<file path="config.mk">
export PLATFORM = sky130hd
export DESIGN_NAME = adc_ram_reader_flat
export DESIGN_NICKNAME = d
export VERILOG_FILES = /design/src/rtl/adc_pkg.sv /design/src/rtl/adc_ram_reader_if.sv /design/src/rtl/adc_ram_reader.sv /design/src/flat_wrapper.sv
export SDC_FILE = /design/constraint.sdc
export NUM_CORES = 1
export LEC_CHECK = 0
export BUFFER_PORTS_ARGS = -buffer_cell sky130_fd_sc_hd__buf_2
export CAP_MARGIN = 40
export CORE_ASPECT_RATIO = 1.5
export CORE_MARGIN = 2
export CORE_UTILIZATION = 40
export CTS_CLUSTER_DIAMETER = 30
export DETAILED_ROUTE_END_ITERATION = 6
export PLACE_DENSITY_LB_ADDON = 0.1
export SLEW_MARGIN = 40
export SYNTH_ARGS = -nofsm -noshare
export SYNTH_HDL_FRONTEND = slang
export SYNTH_SLANG_ARGS = --single-unit
</file>
<file path="constraint.sdc">
create_clock -name clk -period 4.84 [get_ports clk]
set_input_delay 0.484 -clock clk [delete_from_list [all_inputs] [get_ports clk]]
set_output_delay 0.484 -clock clk [all_outputs]
set_load 0.02 [all_outputs]
</file>
<file path="src/rtl/adc_pkg.sv">
// Definitions shared by the ADC accumulation RAM capture and readout paths.
package adc_pkg;

    localparam int ADC_RAM_ADDR_W = 12;
    localparam int ADC_RAM_DATA_W = 32;

    typedef enum logic [2:0] {
        IDLE,
        RD,
        CAP,
        OUT,
        CLR,
        FIN
    } adc_rd_state_t;

endpackage

</file>
<file path="src/rtl/adc_ram_reader_if.sv">
// RAM second-port and output-stream signals of the accumulation RAM reader.
interface adc_ram_reader_if #(
    parameter int ADDR_W = adc_pkg::ADC_RAM_ADDR_W,
    parameter int DATA_W = adc_pkg::ADC_RAM_DATA_W
) ();

    logic [ADDR_W-1:0] ram_addr;
    logic [DATA_W-1:0] ram_rd_data;
    logic              ram_we;
    logic [DATA_W-1:0] ram_wr_data;
    logic [DATA_W-1:0] out_data;
    logic              out_valid;
    logic              out_ready;
    logic              out_last;

    modport master (
        output ram_addr,
        output ram_we,
        output ram_wr_data,
        output out_data,
        output out_valid,
        output out_last,
        input  ram_rd_data,
        input  out_ready
    );

    modport slave (
        input  ram_addr,
        input  ram_we,
        input  ram_wr_data,
        input  out_data,
        input  out_valid,
        input  out_last,
        output ram_rd_data,
        output out_ready
    );

endinterface

</file>
<file path="src/rtl/adc_ram_reader.sv">
// Drains the ADC accumulation RAM to a valid/ready stream, each word shifted right by avg_shift.
// Define ADC_READER_CLEAR_EN to zero every word in RAM after it has been handed off.
module adc_ram_reader
    import adc_pkg::*;
#(
    parameter int ADDR_W = ADC_RAM_ADDR_W,
    parameter int DATA_W = ADC_RAM_DATA_W
) (
    input  logic              clk,
    input  logic              rst,
    input  logic              start,
    input  logic [ADDR_W-1:0] length,
    input  logic [4:0]        avg_shift,
    output logic              busy,
    output logic              done,
    adc_ram_reader_if.master  bus
);

    localparam logic [ADDR_W-1:0] ADDR_ONE = {{(ADDR_W-1){1'b0}}, 1'b1};

    adc_rd_state_t     state_q, state_d;
    logic [ADDR_W-1:0] addr_q, addr_d;
    logic [ADDR_W-1:0] cnt_q, cnt_d;
    logic [4:0]        shift_q, shift_d;
    logic [DATA_W-1:0] data_q, data_d;
    logic              valid_q, valid_d;
    logic              last_q, last_d;
    logic              busy_q, busy_d;
    logic              done_q, done_d;

    logic              xfer;
    logic              last_word;
    logic              decide;
    logic [DATA_W-1:0] scaled;

    assign xfer      = valid_q && bus.out_ready;
    assign last_word = (cnt_q == '0);
    assign scaled    = (32'(shift_q) >= 32'(DATA_W)) ? '0 : (bus.ram_rd_data >> shift_q);

    always_comb begin
        state_d = state_q;
        addr_d  = addr_q;
        cnt_d   = cnt_q;
        shift_d = shift_q;
        data_d  = data_q;
        valid_d = valid_q;
        last_d  = last_q;
        busy_d  = busy_q;
        done_d  = 1'b0;
        decide  = 1'b0;

        case (state_q)
            IDLE: begin
                // done_q high means this is the cycle right after a drain; start is dropped there
                if (start && !done_q) begin
                    shift_d = avg_shift;
                    addr_d  = '0;
                    cnt_d   = length - ADDR_ONE;
                    busy_d  = 1'b1;
                    state_d = RD;
                end
            end
            RD: begin
                state_d = CAP;
            end
            CAP: begin
                data_d  = scaled;
                valid_d = 1'b1;
                last_d  = last_word;
                state_d = OUT;
            end
            OUT: begin
                if (xfer) begin
                    valid_d = 1'b0;
`ifdef ADC_READER_CLEAR_EN
                    state_d = CLR;
`else
                    decide  = 1'b1;
`endif
                end
            end
`ifdef ADC_READER_CLEAR_EN
            CLR: begin
                decide = 1'b1;
            end
`endif
            FIN: begin
                done_d  = 1'b1;
                busy_d  = 1'b0;
                state_d = IDLE;
            end
            default: begin
                state_d = IDLE;
            end
        endcase

        if (decide) begin
            if (last_word) begin
                state_d = FIN;
            end else begin
                addr_d  = addr_q + ADDR_ONE;
                cnt_d   = cnt_q - ADDR_ONE;
                state_d = RD;
            end
        end
    end

    always_ff @(posedge clk or posedge rst) begin
        if (rst) begin
            state_q <= IDLE;
            addr_q  <= '0;
            cnt_q   <= '0;
            shift_q <= '0;
            data_q  <= '0;
            valid_q <= 1'b0;
            last_q  <= 1'b0;
            busy_q  <= 1'b0;
            done_q  <= 1'b0;
        end else begin
            state_q <= state_d;
            addr_q  <= addr_d;
            cnt_q   <= cnt_d;
            shift_q <= shift_d;
            data_q  <= data_d;
            valid_q <= valid_d;
            last_q  <= last_d;
            busy_q  <= busy_d;
            done_q  <= done_d;
        end
    end

    // Write strobe decodes straight from the state register so reset kills it at once
`ifdef ADC_READER_CLEAR_EN
    assign bus.ram_we = (state_q == CLR);
`else
    assign bus.ram_we = 1'b0;
`endif

    assign bus.ram_wr_data = '0;
    assign bus.ram_addr    = addr_q;
    assign bus.out_data    = data_q;
    assign bus.out_valid   = valid_q;
    assign bus.out_last    = last_q;
    assign busy            = busy_q;
    assign done            = done_q;

endmodule

</file>
<file path="src/flat_wrapper.sv">
// flat-port wrapper written by rule: the top's interface ports become plain ports
module adc_ram_reader_flat import adc_pkg::*;
#(
    parameter int ADDR_W = ADC_RAM_ADDR_W,
    parameter int DATA_W = ADC_RAM_DATA_W
)
  (clk, rst, start, length, avg_shift, busy, done, bus_ram_addr, bus_ram_we, bus_ram_wr_data, bus_out_data, bus_out_valid, bus_out_last, bus_ram_rd_data, bus_out_ready);
  adc_ram_reader_if #(.ADDR_W(ADDR_W), .DATA_W(DATA_W)) bus_i ();
  input  logic clk;
  input  logic rst;
  input  logic start;
  input  logic [ADDR_W-1:0] length;
  input  logic [4:0] avg_shift;
  output logic busy;
  output logic done;
  output wire logic [$bits(bus_i.ram_addr)-1:0] bus_ram_addr;
  output wire logic [$bits(bus_i.ram_we)-1:0] bus_ram_we;
  output wire logic [$bits(bus_i.ram_wr_data)-1:0] bus_ram_wr_data;
  output wire logic [$bits(bus_i.out_data)-1:0] bus_out_data;
  output wire logic [$bits(bus_i.out_valid)-1:0] bus_out_valid;
  output wire logic [$bits(bus_i.out_last)-1:0] bus_out_last;
  input wire logic [$bits(bus_i.ram_rd_data)-1:0] bus_ram_rd_data;
  input wire logic [$bits(bus_i.out_ready)-1:0] bus_out_ready;
  assign bus_ram_addr = bus_i.ram_addr;
  assign bus_ram_we = bus_i.ram_we;
  assign bus_ram_wr_data = bus_i.ram_wr_data;
  assign bus_out_data = bus_i.out_data;
  assign bus_out_valid = bus_i.out_valid;
  assign bus_out_last = bus_i.out_last;
  assign bus_i.ram_rd_data = bus_ram_rd_data;
  assign bus_i.out_ready = bus_out_ready;
  adc_ram_reader #(.ADDR_W(ADDR_W), .DATA_W(DATA_W)) u_core (.clk(clk), .rst(rst), .start(start), .length(length), .avg_shift(avg_shift), .busy(busy), .done(done), .bus(bus_i));
endmodule
</file>
==> impl_metrics.py <==
metrics = {
    "outcome": {
        "status": "complete, no violations",
    },
    "yosys": {
        "synth_top_cell_by_area": "dfrtp_1",
        "synth_edf_count": 0,
        "ys_warn_count": 0,
        "synth-main-ff-cell": "dfrtp_1",
        "syn_avg_cell_area_um2": 9.43,
        "ys_async_sr_fraction_pct": 100,
        "seq_area_frac_synth_pct": 34.6,
        "syn_area_mm2": 0.00491,
        "synth.top_cell.area_share_pct": 34.6,
        "synth_area_leaders": "dfrtp_1, mux2i_1, mux4_2",
        "synth_seq_cells": 68,
        "synth_cell_types": 68,
        "synth_cells": 521,
    },
    "placed_design": {
        "hpwl_um": 11000,
        "dpl_cell_area_mm2": 0.00536,
        "dp.cells": 746,
        "gp_congestion": 0.960,
        "numPortBuffers": 100,
    },
    "grt": {
        "overflow": 0,
        "grt_first_pass_wirelength_um": 23300,
        "grtUsageTotal_pct": 22.6,
        "grt_max_degree": 69,
        "grt_antenna_before_repair": 0,
        "grt_pass1_vias": 4392,
    },
    "timing": {
        "finalSetupViolations": 0,
        "worstMarginPinSlew_ps": 880,
        "maxSlewHeadroom_pct": 41.3,
        "rsz0062_at_grt": "no",
        "skew_ps": 8.00,
        "period_share_pct": 53.5,
        "slew_viol_final": 0,
        "tns_ps": 0,
        "final_hold_viol_count": 0,
        "fmax_ghz": 0.387,
        "finalCriticalPeriod_ps": 2590,
    },
    "clock_network": {
        "ctsResizeCount": 0,
        "cts_max_path_buffers": 2,
        "clk_latency_ps": 330,
        "h-tree-depth": 3,
        "cts_tree": "built",
        "numCtsBuffers": 9,
        "clock-sinks": 68,
        "cts_root_buf": "clkbuf_16",
        "hold_buffers": 0,
        "clkTransAtPathRegs_ps": 60,
        "post_cts_buffers": 0,
    },
    "pwr": {
        "p_leak_nw": 2.59,
        "peakVddDrop_mv": 0.249,
        "power.density_mw_per_mm2": 573,
    },
    "worst_setup_path": {
        "critical_path_class": "reg2reg",
        "reg2reg_depth": 5,
        "critical_path.most_common_cell": "mux2i_1",
        "worstPathArrival_ps": 2800,
        "r2r-end": "u_core.bus.out_data[17]",
        "start_kind": "flip-flop",
        "crit_chain": "mux2i_1 -> mux2i_1 -> a222oi_1 -> mux2i_1 -> a22o_1",
        "end_kind": "flip-flop",
        "timing.rr.start": "u_core.shift_q[0]",
        "slowest_stage": "dfrtp_4",
        "cp_max_fo": 42,
        "crit_path_start": "u_core.shift_q[0]",
        "r2r_slack_ps": 2250,
        "worst-endpoint-required_ps": 5050,
        "critPathMaxStageDelay_ps": 820,
    },
    "layout": {
        "nFillCells": 1239,
        "drive_gt1_share_pct": 24.6,
        "design_area_mm2": 0.00568,
        "final_cells": 762,
        "diodes": 0,
        "fin_nets": 661,
        "syn_to_final_growth_pct": 15.7,
    },
    "route": {
        "ant_nets": 0,
        "viasPerCell": 5.70,
        "routed_wl_um": 14800,
        "dr.first_iter.drc_count": 183,
        "route.vias.total": 4341,
        "first_pass_iters": 5,
        "wire_per_inst_um": 19.4,
        "drc": 0,
    },
    "die": {
        "fp.dieArea_mm2": 0.0132,
        "core_area_mm2": 0.0120,
        "initial_core_util_pct": 40.9,
        "pin_count": 134,
        "die_h_um": 140,
        "die_w_um": 94.5,
        "rows": 49,
    },
    "worst_hold_path": {
        "hp-class": "in2async",
    },
    "run": {
        "drv_cap": 0,
    },
}
-- layout make-up --
class	instances	area, µm²	share of cell area [%]
Multi-Input combinational cell	404	2870	50.4
Sequential cell	68	1710	30.0
Timing Repair Buffer	105	542	9.53
Clock buffer	11	243	4.27
Tap cell	153	191	3.37
Clock inverter	5	75.1	1.32
Inverter	16	60.1	1.06
-- state kept, by name, indices dropped and copies added (netlist names) --
name / cells
u_core.bus.out_data: 32
u_core.bus.out_last: 1
u_core.bus.out_valid: 1
u_core.bus.ram_addr: 12
u_core.busy: 1
u_core.cnt_q: 12
u_core.done: 1
u_core.shift_q: 5
u_core.state_q: 3
-- power breakdown --
group          internal (W)  switching (W)  leakage (nW)
combinational      0.000616       0.000896          1.58
sequential         0.000759       0.000271         0.858
clock              0.000463       0.000250         0.159
-- metrics by stage --
step	setup WS [ps]	hold WS (ps)	utilization, %	total power [W]
floorplan	2640	483	-	0.00211
global placement	2170	468	44.5	0.00253
detailed placement	2310	469	44.6	0.00253
CTS	2290	345	47.3	0.00326
global route	2110	359	47.3	0.00345
finish	2250	311	47.3	0.00325
-- how the worst max path moves through the flow --
stage | endpoint | slack [ps]
2_1_floorplan | u_core.bus.out_data[0] | 2640
3_3_place_gp | u_core.bus.out_data[17] | 2170
3_5_place_dp | u_core.bus.out_data[17] | 2310
4_1_cts | u_core.bus.out_data[17] | 2290
5_1_grt | u_core.bus.out_data[17] | 2110
6_report | u_core.bus.out_data[17] | 2250
-- layout by cell type, fill, tap and decap left out, types with 7 or more instances in the layout --
master     netlist  layout
clkbuf_16        0       9
nand3_1         13      13
xor2_1           8       8
a221o_1         10      10
conb_1           1      33
inv_1           15      14
a21oi_1         17      17
o21ai_1         20      20
mux2_1           7       7
nor2_1          31      31
mux2i_1         46      46
a22o_1           7       7
dfrtp_1         68      66
o31ai_1          7       7
nor2b_1          8       8
buf_2           12     100
nor3_1          16      15
o221ai_1         8       8
nand2_1         55      55
mux4_2          12      12
-- Yosys cell counts (3+ instances only) --
cell type  count
a211o_1        3
a211oi_1       3
a21oi_1       17
a221o_1       10
a221oi_1       3
a22o_1         7
a22oi_1        5
and2_1         4
buf_2         12
buf_4         34
buf_6          4
clkbuf_1      13
dfrtp_1       68
ha_1           4
inv_1         15
mux2_1         7
mux2_2         4
mux2i_1       46
mux4_2        12
nand2_1       55
nand2b_1       5
nand3_1       13
nand4_1        3
nor2_1        31
nor2b_1        8
nor3_1        16
nor3b_1        3
nor4_1         6
o211ai_1       6
o21ai_0        6
o21ai_1       20
o21bai_1       3
o221ai_1       8
o22ai_1        5
o31ai_1        7
or3_1          3
xnor2_1        4
xor2_1         8
-- routing by layer --
| metal | vias up | track usage (%) | routed length [µm] | share of wire, % |
|---|---|---|---|---|
| li1 | 2033 | - | - | - |
| met1 | 2131 | 27.6 | 5900 | 40 |
| met2 | 147 | 37.6 | 7490 | 51 |
| met3 | 30 | 4.22 | 776 | 5.2 |
| met4 | 0 | 11.7 | 634 | 4.3 |
| met5 | - | 0 | 0 | 0 |
-- cells by family after synthesis --
logic type	Yosys count	synth area share (%)
and+or+nand+nor	162	16.5
buffers and inverters	81	9.70
muxes	71	18.0
adders and majority gates	4	1.02
xor gates and xnor gates	12	2.14
DFF	68	34.6
other	1	0.0763
AOI/OAI and AO/OA	122	17.9
-- critical path, delay by kind of cell (launching register included) --
kind,cells,cell delay [ps]
flops,1,820
compound gates,2,980
mux,3,660
No activity file was read; power rests on OpenSTA's default activity.
